--- src/rtl/phys_reg_free_list.sv ---
// rtl/phys_reg_free_list.sv - rename-stage free list of physical register tags
//
// Circular list of free physical tags with a speculative head (allocation),
// a committed head (retirement) and a tail (tags returned at commit).
// A flush rewinds the speculative head to the committed head in one cycle.
//
// Ports:
//   clk, sync_rst_n  clock and synchronous active-low reset
//   clk_en           global enable; no state change while low
//   alloc_req        per-port allocation request mask
//   alloc_gnt        all requested tags granted this cycle (all-or-nothing)
//   alloc_tag        tag for each requesting port, compacted in port order
//   rel_valid        per-port release valid
//   rel_tag          tags being returned, appended at tail in port order
//   commit_cnt       number of allocations retired this cycle
//   recover          flush: speculative head <= committed head (+ commit)
//   free_count       tail minus speculative head
//   empty            free_count == 0
module phys_reg_free_list #(
  parameter int PHYS_COUNT    = 64,
  parameter int ARCH_COUNT    = 32,
  parameter int TAG_WIDTH     = $clog2(PHYS_COUNT),
  parameter int DEPTH         = PHYS_COUNT - ARCH_COUNT,
  parameter int PTR_WIDTH     = $clog2(DEPTH) + 1,
  parameter int ALLOC_PORTS   = 2,
  parameter int RELEASE_PORTS = 2,
  parameter int CNT_WIDTH     = $clog2(ALLOC_PORTS + 1)
) (
  input  logic                 clk,
  input  logic                 sync_rst_n,
  input  logic                 clk_en,
  input  logic [ALLOC_PORTS-1:0]   alloc_req,
  output logic                 alloc_gnt,
  output logic [TAG_WIDTH-1:0] alloc_tag [ALLOC_PORTS],
  input  logic [RELEASE_PORTS-1:0] rel_valid,
  input  logic [TAG_WIDTH-1:0] rel_tag [RELEASE_PORTS],
  input  logic [CNT_WIDTH-1:0] commit_cnt,
  input  logic                 recover,
  output logic [PTR_WIDTH-1:0] free_count,
  output logic                 empty
);

  localparam int IDX_W = $clog2(DEPTH);

  logic [TAG_WIDTH-1:0] mem_q [DEPTH];
  logic [PTR_WIDTH-1:0] spec_head_q, spec_head_d;
  logic [PTR_WIDTH-1:0] cmt_head_q, cmt_head_d;
  logic [PTR_WIDTH-1:0] tail_q, tail_d;

  logic [PTR_WIDTH-1:0] n_req, n_rel;
  logic [PTR_WIDTH-1:0] alloc_off [ALLOC_PORTS];
  logic [PTR_WIDTH-1:0] rel_off [RELEASE_PORTS];
  logic [PTR_WIDTH-1:0] occ_next, spec_lead;

  // Running popcounts give each active port its compacted slot offset.
  always_comb begin
    n_req = '0;
    for (int i = 0; i < ALLOC_PORTS; i++) begin
      alloc_off[i] = n_req;
      n_req        = n_req + PTR_WIDTH'(alloc_req[i]);
    end
    n_rel = '0;
    for (int j = 0; j < RELEASE_PORTS; j++) begin
      rel_off[j] = n_rel;
      n_rel      = n_rel + PTR_WIDTH'(rel_valid[j]);
    end
  end

  always_comb begin
    free_count = tail_q - spec_head_q;
    empty      = (free_count == '0);
    alloc_gnt  = clk_en & sync_rst_n & ~recover & (n_req != '0) & (n_req <= free_count);
    for (int i = 0; i < ALLOC_PORTS; i++) begin
      alloc_tag[i] = mem_q[IDX_W'(spec_head_q + alloc_off[i])];
    end
  end

  // Commit is applied before recover so a flush lands on the retired boundary.
  always_comb begin
    cmt_head_d = cmt_head_q + PTR_WIDTH'(commit_cnt);
    tail_d     = tail_q + n_rel;
    if (recover) begin
      spec_head_d = cmt_head_d;
    end else if (alloc_gnt) begin
      spec_head_d = spec_head_q + n_req;
    end else begin
      spec_head_d = spec_head_q;
    end
  end

  always_ff @(posedge clk) begin
    if (!sync_rst_n) begin
      for (int i = 0; i < DEPTH; i++) begin
        mem_q[i] <= TAG_WIDTH'(ARCH_COUNT + i);
      end
      spec_head_q <= '0;
      cmt_head_q  <= '0;
      tail_q      <= PTR_WIDTH'(DEPTH);
    end else if (clk_en) begin
      for (int j = 0; j < RELEASE_PORTS; j++) begin
        if (rel_valid[j]) begin
          mem_q[IDX_W'(tail_q + rel_off[j])] <= rel_tag[j];
        end
      end
      spec_head_q <= spec_head_d;
      cmt_head_q  <= cmt_head_d;
      tail_q      <= tail_d;
    end
  end

  // Entries between cmt_head and tail are live (free or awaiting commit);
  // releases must never overwrite an uncommitted slot.
  assign occ_next  = tail_q + n_rel - cmt_head_q;
  assign spec_lead = spec_head_q - cmt_head_q;

  a_no_overflow: assert property (@(posedge clk) disable iff (!sync_rst_n)
    clk_en |-> (occ_next <= PTR_WIDTH'(DEPTH)));

  a_commit_in_range: assert property (@(posedge clk) disable iff (!sync_rst_n)
    clk_en |-> (PTR_WIDTH'(commit_cnt) <= spec_lead));

endmodule

--- config.mk ---
export PLATFORM = sky130hd
export DESIGN_NAME = phys_reg_free_list
export DESIGN_NICKNAME = d
export VERILOG_FILES = /design/src/rtl/phys_reg_free_list.sv
export SDC_FILE = /design/constraint.sdc
export NUM_CORES = 1
export LEC_CHECK = 0
export CAP_MARGIN = 25
export CORE_MARGIN = 2
export CORE_UTILIZATION = 60
export DETAILED_ROUTE_END_ITERATION = 16
export PLACE_DENSITY = 0.78
export SYNTH_ARGS = -nofsm -noshare
export SYNTH_HDL_FRONTEND = slang
export SYNTH_SLANG_ARGS = --single-unit
--- constraint.sdc ---
create_clock -name clk -period 10.7 [get_ports clk]
set_clock_uncertainty 0.05 [all_clocks]
set_input_delay 3.21 -clock clk [delete_from_list [all_inputs] [get_ports clk]]
set_output_delay 3.21 -clock clk [all_outputs]
set_load 0.005 [all_outputs]
==> summary.md <==
| Metric | Value |
|---|---|
| Status | finished clean |
| Fin nets | 1,281 |
| Critical Path Max Stage Delay | ~0.62 ns |
| Worst R2R End | mem_q[19][5] |
| TNS Setup | 0 ns |
| Placeable core area | between 20,000 and 25,000 µm² |
| Final setup margin | between 0.9 and 1 ns |
| VDD IR max | approximately 0.11 mV |
| Drt pass-1 iters | 6 |
| Post-Syn Area | between 10,000 and 15,000 µm² |
| FF+latch count, synth | ~220 |
| Port Buffers | 41 |
| CTS Hold Bufs | 0 |
| Crit path DAT | roughly 6.5 ns |
| CTS Root Buffer Type | clkbuf_16 |
| Slew @ Worst Pin | around 1.1 ns |
| Synth cell types | 56 |
| Slew Viols, Final | 0 |
| Die height | approximately 160 µm |
| Top_reg_cell synth | edfxtp_1 |
| Levels on crit path | 7 |
| Io pins | 42 |
| Buf+Inv Stages, Crit Path | 3 |
| Post-Syn Nets | ~1,300 |
| Post-CTS Setup Inserts | 0 |
| Critical path class | input port to primary output |
| Row cnt | 55 |
| Worst endpoint required time | roughly 7.4 ns |
| Resized Gates After CTS | 0 |
| Inserted Clock Buffers | 24 |
| DRC Markers | 0 |
| Tcrit/Tclk final | around nine tenths |
| Clock-pin slew on the worst setup and hold paths | approximately 0.06 ns |
| CP top delay family | multiplexers |
| Crit-path slowest cell | ha_4 |
| Bufs on Longest Clock Path | 3 |
| P per Cell Area | around 140 nW/µm² |
| Total Wirelength | around 46,000 µm |
| EDFF count, synth | between 150 and 200 |
| Reg2reg setup slack | around 7.2 ns |
| DR vias | roughly 11,000 |
| # clock sinks | about 220 |
| TritonCTS clock tree | yes |
| Yosys warns | 0 |
| First-pass GRT wire length | 67,800 µm |
| # diodes | 0 |
| Gpl congestion | about 1.1 |
| Most common cell after layout, fill and taps aside | edfxtp_1 |
| Layout cell share with drive strength beyond 1 | 17.3% |
| Vias in the first global route | around 11,000 |
| DRT iter0 DRCs | between 2,000 and 2,500 |
| Area growth syn-to-layout | 9.49% |
| Post-synthesis cell count | 1,257 |
| Pre-CTS worst setup slack | roughly 0.93 ns |
| Asr flop ratio synth | 0% |
| Launch point of the worst reg-to-reg path | tail_q[0] |
| FF-to-FF path depth | 6 |
| Critical path cell sequence | clkdlybuf4s50_1 > ha_4 > buf_12 > mux4_2 > mux4_2 > mux2_2 > clkdlybuf4s50_1 |
| Total GRT Usage | 38.6% |
| Die X | between 150 and 200 µm |
| WHS Endpoint | cmt_head_q[0] |
| Period minus WS final | approximately 10 ns |
| Critical path capture point type | primary output |
| Achievable frequency | roughly 100 MHz |
| Dpl hpwl | approximately 32,000 µm |
| DR WL/cell | about 30 µm |
| Antenna Nets Post-Route | 0 |
| Starting density of the core | 61.2% |
| GR Overflow Total | 0 |
| Max transition margin | 26.7% |
| Hold Crit Start | cmt_head_q[0] |
| Core Util, Final | approximately 67% |
| Final setup fails | 0 |
| Worst setup SP type | input port |
| Avg Inst Size Synth | ~11 µm² |
| Leading cell types in the layout, fill and taps excluded | edfxtp_1, nor2_1, mux4_2, nand2_1, nand3_1 |
| Seq/Total Area, Yosys | 45.0% |
| Final-report hold violation count | 0 |
| Clk_lat worst skew | between 0.5 and 0.6 ns |
| Largest net degree at the start of global routing | 58 |
| Max-cap violations | 0 |
| Htree depth | 1 |
| RSZ-0062 raised after global routing | no |
| Die area | 24,300 µm² |
| Hold Path Stages | 2 |
| Initial antenna violation count | 0 |
| Worst min path class | flip-flop to flip-flop |
| Leak | between 0.004 and 0.005 µW |
| Vias/cell | about 7.5 |
| Peak fanout along the critical path | 28 |
routing by layer:
| metal | track usage (%) | wire length (µm) |
|---|---|---|
| met1 | 51.7 | 15100 |
| met4 | 18.3 | 2930 |
| met5 | 0 | 0 |
| met3 | 14.8 | 8700 |
| met2 | 56.0 | 19200 |
cell type report:
| class | count | area, µm² |
|---|---|---|
| sequential | 215 | 6230 |
| clock buffer | 30 | 623 |
| clock inverter | 11 | 87.6 |
| tap | 285 | 357 |
| fill | 1630 | 7480 |
| multi-input combinational | 894 | 7070 |
| inverter | 28 | 105 |
| timing repair buffer | 74 | 689 |
where the power goes:
part | leakage, µW | internal [µW] | switching, µW
combinational | 0.00241 | 176 | 184
clock | 0.000352 | 435 | 340
sequential | 0.00178 | 930 | 35.8
total | 0.00454 | 1540 | 560
through the flow:
step	instance area [µm²]	power, µW	cells	hold WS, ns
finish	15200	2100	1537	0.478
CTS	15100	2080	1535	0.485
global route	15200	2150	1537	0.509
floorplan	13800	1200	1257	0.429
global placement	14400	1320	1490	0.445
detailed placement	14400	1330	1494	0.473
synth_stat cells (18+ instances only):
cell type  instances  share of area [%]
edfxtp_1         192                 42
nor2_1           160                4.3
mux4_2           120                 20
nand2_1           97                2.6
clkbuf_1          91                2.5
nand3_1           89                3.2
a21oi_1           76                2.7
o21ai_0           73                2.6
a31oi_1           41                1.9
nor3_1            40                1.4
inv_1             25               0.68
dfxtp_1           23                3.3
ha_1              18                1.6
worst max-delay path by stage:
stage,startpoint,endpoint
floorplan,alloc_req[0],alloc_tag[0]
global placement,alloc_req[0],alloc_tag[4]
detailed placement,alloc_req[0],alloc_tag[4]
CTS,alloc_req[0],alloc_tag[3]
global route,alloc_req[0],alloc_tag[3]
finish,alloc_req[0],alloc_tag[3]
sequential cells by signal (all words and copies together), names as in the netlist, named ones only:
| register | count |
|---|---|
| mem_q | 192 |
| cmt_head_q | 6 |
| spec_head_q | 6 |
| tail_q | 6 |
logic make-up after synthesis:
| logic type | Yosys count | synth area share (%) |
|---|---|---|
| simple gates | 472 | 15.8 |
| buf+inv | 148 | 4.19 |
| flops | 215 | 45.0 |
| fa+ha+maj | 22 | 2.20 |
| mux | 142 | 21.2 |
| xor+xnor | 20 | 1.32 |
| compound gates | 238 | 10.3 |
tightest hold or removal path, stage by stage (launching register included):
cell and delay [ns]:
dfxtp_1 0.33, mux2i_1 0.07, nor2b_1 0.10
No activity file was read; power rests on OpenSTA's default activity.
